File: src/rtl/perf_counter_reader.sv
// perf_counter_reader: owns EVENT_NUM event counters, serves single-counter
// reads (with optional clear) over a valid/ready port, and streams an atomic
// snapshot of all counters on request.
// Build option: define PERF_SAT_EN to make counters saturate instead of wrap.
module perf_counter_reader #(
  parameter int EVENT_NUM = 16,
  parameter int CNT_WIDTH = 32,
  parameter int ID_WIDTH  = 4
) (
  input  logic                 clk,
  input  logic                 rst,
  input  logic [EVENT_NUM-1:0] event_i,
  input  logic                 req_valid,
  output logic                 req_ready,
  input  logic [ID_WIDTH-1:0]  req_id,
  input  logic                 req_clear,
  output logic                 resp_valid,
  input  logic                 resp_ready,
  output logic [CNT_WIDTH-1:0] resp_data,
  input  logic                 dump_start,
  output logic                 dump_busy,
  output logic                 dump_valid,
  input  logic                 dump_ready,
  output logic [ID_WIDTH-1:0]  dump_id,
  output logic [CNT_WIDTH-1:0] dump_data,
  output logic                 dump_last
);

  localparam logic [1:0] S_IDLE = 2'd0;
  localparam logic [1:0] S_RESP = 2'd1;
  localparam logic [1:0] S_SNAP = 2'd2;
  localparam logic [1:0] S_DUMP = 2'd3;
  localparam logic [ID_WIDTH-1:0] LAST_ID = ID_WIDTH'(EVENT_NUM - 1);

  logic [1:0]                          r_state;
  logic                                r_dump_pend;
  logic [CNT_WIDTH-1:0]                r_resp_data;
  logic [ID_WIDTH-1:0]                 r_dump_id;
  logic [EVENT_NUM-1:0][CNT_WIDTH-1:0] w_cnt;
  logic [EVENT_NUM-1:0][CNT_WIDTH-1:0] w_snap;
  logic                                w_idle;
  logic                                w_take_dump;
  logic                                w_req_acc;

  // A dump (fresh or deferred from RESP) wins over a read in IDLE; req_ready
  // drops in that case so the handshake never reports a phantom accept.
  assign w_idle      = (r_state == S_IDLE);
  assign w_take_dump = w_idle & (dump_start | r_dump_pend);
  assign req_ready   = rst & w_idle & ~w_take_dump;
  assign w_req_acc   = req_ready & req_valid;

  genvar gi;
  generate
    for (gi = 0; gi < EVENT_NUM; gi++) begin : g_lane
      logic                 w_clr;
      logic [CNT_WIDTH-1:0] w_base;
      logic [CNT_WIDTH-1:0] w_next;
      logic [CNT_WIDTH-1:0] r_cnt;
      logic [CNT_WIDTH-1:0] r_snap;

      // Clear happens before this cycle's event, so a coincident pulse counts.
      assign w_clr  = w_req_acc & req_clear & (req_id == ID_WIDTH'(gi));
      assign w_base = w_clr ? '0 : r_cnt;
`ifdef PERF_SAT_EN
      assign w_next = (&w_base) ? w_base : w_base + CNT_WIDTH'(event_i[gi]);
`else
      assign w_next = w_base + CNT_WIDTH'(event_i[gi]);
`endif
      assign w_cnt[gi]  = r_cnt;
      assign w_snap[gi] = r_snap;

      // Counter runs in every FSM state.
      always_ff @(posedge clk or negedge rst) begin
        if (!rst) r_cnt <= '0;
        else      r_cnt <= w_next;
      end

      // Snapshot captures pre-increment values for all lanes in one cycle.
      always_ff @(posedge clk or negedge rst) begin
        if (!rst)                  r_snap <= '0;
        else if (r_state == S_SNAP) r_snap <= r_cnt;
      end
    end
  endgenerate

  // Control FSM: read response, snapshot and dump sequencing.
  always_ff @(posedge clk or negedge rst) begin
    if (!rst) begin
      r_state     <= S_IDLE;
      r_dump_pend <= 1'b0;
      r_resp_data <= '0;
      r_dump_id   <= '0;
    end else begin
      case (r_state)
        S_IDLE: begin
          if (w_take_dump) begin
            r_state     <= S_SNAP;
            r_dump_pend <= 1'b0;
          end else if (w_req_acc) begin
            r_resp_data <= w_cnt[req_id];
            r_state     <= S_RESP;
          end
        end
        S_RESP: begin
          if (dump_start) r_dump_pend <= 1'b1;
          if (resp_ready) r_state <= S_IDLE;
        end
        S_SNAP: begin
          r_state   <= S_DUMP;
          r_dump_id <= '0;
        end
        S_DUMP: begin
          if (dump_ready) begin
            if (r_dump_id == LAST_ID) begin
              r_state   <= S_IDLE;
              r_dump_id <= '0;
            end else begin
              r_dump_id <= r_dump_id + 1'b1;
            end
          end
        end
        default: r_state <= S_IDLE;
      endcase
    end
  end

  assign resp_valid = (r_state == S_RESP);
  assign resp_data  = r_resp_data;
  assign dump_busy  = (r_state == S_SNAP) | (r_state == S_DUMP);
  assign dump_valid = (r_state == S_DUMP);
  assign dump_id    = r_dump_id;
  assign dump_data  = dump_valid ? w_snap[r_dump_id] : '0;
  assign dump_last  = dump_valid & (r_dump_id == LAST_ID);

endmodule

File: config.mk
export PLATFORM = sky130hd
export DESIGN_NAME = perf_counter_reader
export DESIGN_NICKNAME = d
export VERILOG_FILES = /design/src/rtl/perf_counter_reader.sv
export SDC_FILE = /design/constraint.sdc
export NUM_CORES = 2
export LEC_CHECK = 0
export ABC_AREA = 1
export CAP_MARGIN = 10
export CORE_ASPECT_RATIO = 1.1
export CORE_MARGIN = 5
export CORE_UTILIZATION = 55
export DETAILED_ROUTE_END_ITERATION = 8
export PLACE_DENSITY = 0.72
export SYNTH_ARGS = -nofsm -noshare
export SYNTH_HDL_FRONTEND = slang
export SYNTH_SLANG_ARGS = --single-unit
File: constraint.sdc
create_clock -name clk -period 3.8 [get_ports clk]
set_clock_uncertainty 0.15 [all_clocks]
set_input_delay 0.38 -clock clk [delete_from_list [all_inputs] [get_ports clk]]
set_output_delay 0.38 -clock clk [all_outputs]
set_load 0.05 [all_outputs]
Word level (Yosys, flattened, before mapping):

Cells that the tools add are included.

* add/sub/neg operators: 17
* $lt $le $gt $ge: 2
* eq/ne operators: 25
* multiplexer cells: 33
* bitwise gates (word level): 25
* reductions and logical operators: 8

Operators with widths (number)
* $mux W32: 19
* $add A32 B1 Y32: 16
* $bmux W32 S4: 2
* $eq A4 B4 Y1 const B: 9
* $and A1 B1 Y1: 22
* $eq A4 B3 Y1 const B: 4
* $lt A4 B5 Y1 const B: 2
* $mux W2: 5
* $ne A2 B1 Y1 const B: 5
* $eq A4 B2 Y1 const B: 2
* $mux W4: 2
* $pmux W2 S4: 1
* $pmux W4 S2: 1
* $reduce_and A3 Y1: 2
* $add A4 B1 Y4 const B: 1
* $eq A2 B2 Y1 const B: 2
* $eq A4 B1 Y1 const B: 1
* $logic_not A4 Y1: 1
* $reduce_and A4 Y1: 1
* $reduce_bool A2 Y1: 2
* $ne A3 B1 Y1 const B: 1
* $eq A2 B1 Y1 const B: 1
* $logic_not A2 Y1: 1
* $mux W1: 2
* other kinds (4): 5

* register bits after elaboration: 1063
* bits of input ports: 27
* output and inout bits: 73
* word-level logic and storage cells: 146

Logic depth before layout (Yosys ltp):

* word-level depth: 9
* gate-level depth with buffers: 20

Least setup slack after synthesis:

OpenSTA, ideal clock, no wires.

* path type: register -> output
* start: register r_dump_id[0] (netlist: dump_id[0])
* end: output port dump_data[15]
* arrival: 2.656 ns
* setup slack: 0.614 ns
* cell stages (with the launch flop): 8
* path through: dfrtp_1 clkbuf_1 clkbuf_1 clkbuf_1 nor2_1 o221ai_1 nand3_1 a21oi_1

* cells in the longest elaborated chain, start to end: 3

RTL lines
* from (decl): line 38 `logic [ID_WIDTH-1:0] r_dump_id;`
* from (signal assigned): line 118 `r_dump_id <= r_dump_id + 1'b1;`
* $bmux W32 S4: line 132 `assign dump_data = dump_valid ? w_snap[r_dump_id] : '0;`
* $mux W32 (implied by the code): line 132
* $mux W32: line 132
* to (decl): line 25 `output logic [CNT_WIDTH-1:0] dump_data,`

Every way passes these cells. The select of a mux whose other input is x is not followed.

Worst setup path after layout:

* start: register r_dump_id[0] (netlist: dump_id[0])
* end: output port dump_data[30]

Same word-level chain as after synthesis.

==> flow_summary_export.csv <==
group,metric,value,unit
run_status,status,"complete, but fails checks",
run_status,failed_checks,"negative setup slack",
worst_hold_path,min_from,"event_i[3]",
critical_path,reg2regPathDepth,9,
synth,synth_most_common_cell,"nand2_1",
worst_hold_path,hold_class,"in -> reg",
power_and_ir_drop,leakagePower,30.61,nW
routing,firstDrtPassIters,9,
cts,clock_sinks,1063,
cts,cts_inserted_buffers,114,
critical_path,crit_start,"dump_id[0]",
placed_design,io_buffer_count,99,
floorplanning,die_w,322.6,µm
layout,fin_nets,8320,
routing,drt-wirelength-per-cell,24.11,µm
synth,yosys-top-cells-area,"dfrtp_1 (45%), nand2_1 (18%), nor2_1 (7.3%)",
timing,worst_pin_slew,1.013,ns
routing,drc_errors,0,
layout,area_delta_synth_final,12.78,%
placed_design,place_ws,0.00001199,ns
synth,synth.distinct_cells,37,
synth,synthFlopType,"dfrtp_1",
timing,report.final.hold_viol_count,0,
critical_path,critPathKind,"reg -> out",
grt,gr-total-overflow,0,
synth,synth_edf_count,0,
synth,netlist_area,0.05914,mm²
layout,design_area,0.06669,mm²
timing,slew_viol_final,0,
power_and_ir_drop,p_per_area,563.8,mW/mm²
synth,synth_common_cells,"nand2_1 (2824), nor2_1 (1150), dfrtp_1 (1063), nand3_1 (732), inv_1 (667)",
power_and_ir_drop,total_power,0.03760,W
synth,synth_largest_area_cell,"dfrtp_1",
routing,viasPerCell,6.011,
critical_path,reg2reg_to,"resp_data[11]",
critical_path,critPathArrivalTime,3.29,ns
critical_path,r2r-start,"r_state[1]",
timing,slew_headroom,0.3249,
placed_design,placed_area,0.06242,mm²
floorplanning,die_h,353.9,µm
synth,postSynthRegisterBits,1063,
floorplanning,io_pins,100,
routing,drtAntennaViolNets,0,
cts,clk_latency,0.73,ns
synth,yosysWarnings,0,
grt,grt_max_degree,178,
cts,htreeDepth,3,
critical_path,ff2ff_setup_slack,0.70,ns
routing,vias,58700,
synth,syn_area_per_cell,7.179,µm²
cts,clockBufferDepth,3,
floorplanning,rows,126,
placed_design,dp_hpwl,175100,µm
routing,drt_iter0_markers,7717,
critical_path,crit_path_max_fanout,52,
timing,period_needed,3.819,ns
synth,seq_area_frac_synth,0.4498,
critical_path,end_kind,"output pin",
cts,cts_setup_buffers,0,
routing,drt_wl_total,235400,µm
synth,synthArstFlopShare,1.000,
grt,antenna_found_initial,4,
grt,grt_pass1_wl,350400,µm
synth,syn_nets,8302,
critical_path,cp-start-kind,"flop",
floorplanning,coreArea,0.1070,mm²
timing,grt_setup_unrepaired,"no",
power_and_ir_drop,ir_drop,0.4562,mV
cts,clk_pin_slew,0.06,ns
floorplanning,start_util,0.5524,
critical_path,required,3.27,ns
cts,tritoncts,"yes",
timing,setup_viol,2,
floorplanning,dieArea,0.1142,mm²
timing,setup_slack,-0.01925,ns
cts,cts_root_buf,"clkbuf_16",
grt,grt_pass1_vias,55400,
placed_design,gp_congestion,1.033,
job,drv_cap,0,
synth,syn_inst,8237,
timing,period_share,1.005,
timing,fmaxAchievable,0.2618,GHz
layout,drive_gt1_frac,0.05782,
grt,gr-usage-all-layers,0.4052,
synth,yosys.area.top_type_share,0.4498,
worst_hold_path,hold_depth,2,
worst_hold_path,min_to,"g_lane[3].r_cnt[0]",
==> state kept, by name, summed over array words and instances, names as in the netlist <==
signal / flops
resp_data: 32
r_state: 2
dump_id: 4
g_lane.r_snap: 512
g_lane.r_cnt: 512
r_dump_pend: 1
==> per-stage QoR <==
stage,setup TNS (ns),std cells,util,hold slack [ns]
floorplan,0,8237,-,-0.06559
global placement,0,9545,0.5831,0.05367
detailed placement,0,9545,0.5831,0.05310
CTS,0,9761,0.6223,0.1580
global route,0,9763,0.6230,0.1711
finish,-0.02041,9765,0.6230,0.1660
==> worst max-delay path: stages (launching register included) <==
cell	delay, ns
dfrtp_4	0.58
inv_12	0.24
buf_12	0.25
o21ai_0	0.10
o22ai_1	0.25
o211ai_1	0.35
a21oi_1	0.41
buf_4	0.27
==> layout by cell type (no fill, tap or decap), types with 42 or more instances in the layout <==
| master | instances |
|---|---|
| a21oi_1 | 42 |
| a22oi_1 | 106 |
| buf_12 | 60 |
| buf_4 | 166 |
| clkbuf_16 | 119 |
| clkdlybuf4s50_1 | 65 |
| dfrtp_1 | 1060 |
| inv_1 | 663 |
| nand2_1 | 2822 |
| nand3_1 | 732 |
| nor2_1 | 1148 |
| o21ai_0 | 568 |
| o221ai_1 | 189 |
| o22ai_1 | 62 |
| xnor2_1 | 136 |
| xor2_1 | 93 |
==> repair_timing <==
item                                   CTS  global route
setup endpoints to repair               11             9
pin swaps                                0             0
hold buffers                             2             0
resized for setup                        4            12
endpoints found under the hold margin  421             0
==> final cells by class <==
type	count	area, µm²
Sequential cell	1063	26610
Antenna cell	4	10.01
Inverter	674	2557
Tap cell	1408	1762
Multi-Input combinational cell	6106	28440
Timing Repair Buffer	296	3156
Clock buffer	177	3546
Clock inverter	37	611.8
Fill cell	9663	40350
==> cells by family (layout without fill, tap and decap cells) <==
| group | Yosys count | in the layout | synth area share |
|---|---|---|---|
| DFF | 1063 | 1063 | 0.4498 |
| xor gates and xnor gates | 229 | 229 | 0.03392 |
| and+or+nand+nor | 4787 | 4787 | 0.3267 |
| other | 0 | 4 | 0 |
| AOI/OAI and AO/OA | 1052 | 1052 | 0.1106 |
| adders and majority gates | 38 | 38 | 0.008040 |
| buffers and inverters | 1068 | 1184 | 0.07098 |
==> where the power goes <==
group          switching (W)  internal, W  total, W  leakage, nW
logic                0.00795      0.00314    0.0111         14.1
registers            0.00160       0.0125    0.0141         14.5
clock network        0.00493      0.00747    0.0124         2.03
total                 0.0145       0.0231    0.0376         30.6
==> how the worst max path moves through the flow <==
stage,endpoint,slack [ns]
after floorplan,dump_data[15],0.61
after global placement,g_lane[4].r_cnt[29],0.03
after detailed placement,g_lane[4].r_cnt[29],0.00001
after CTS,dump_data[28],0.01
after global routing,dump_data[27],0.003
final,dump_data[30],-0.02
==> metal layers <==
metal | part of all wire | wire (µm) | global-route usage
met2 | 0.43 | 100500 | 0.6025
met4 | 0.095 | 22330 | 0.2966
met3 | 0.11 | 25880 | 0.1052
met1 | 0.37 | 86700 | 0.5114
met5 | 0.000051 | 12 | 0
Power figures use the tool's default switching activity.
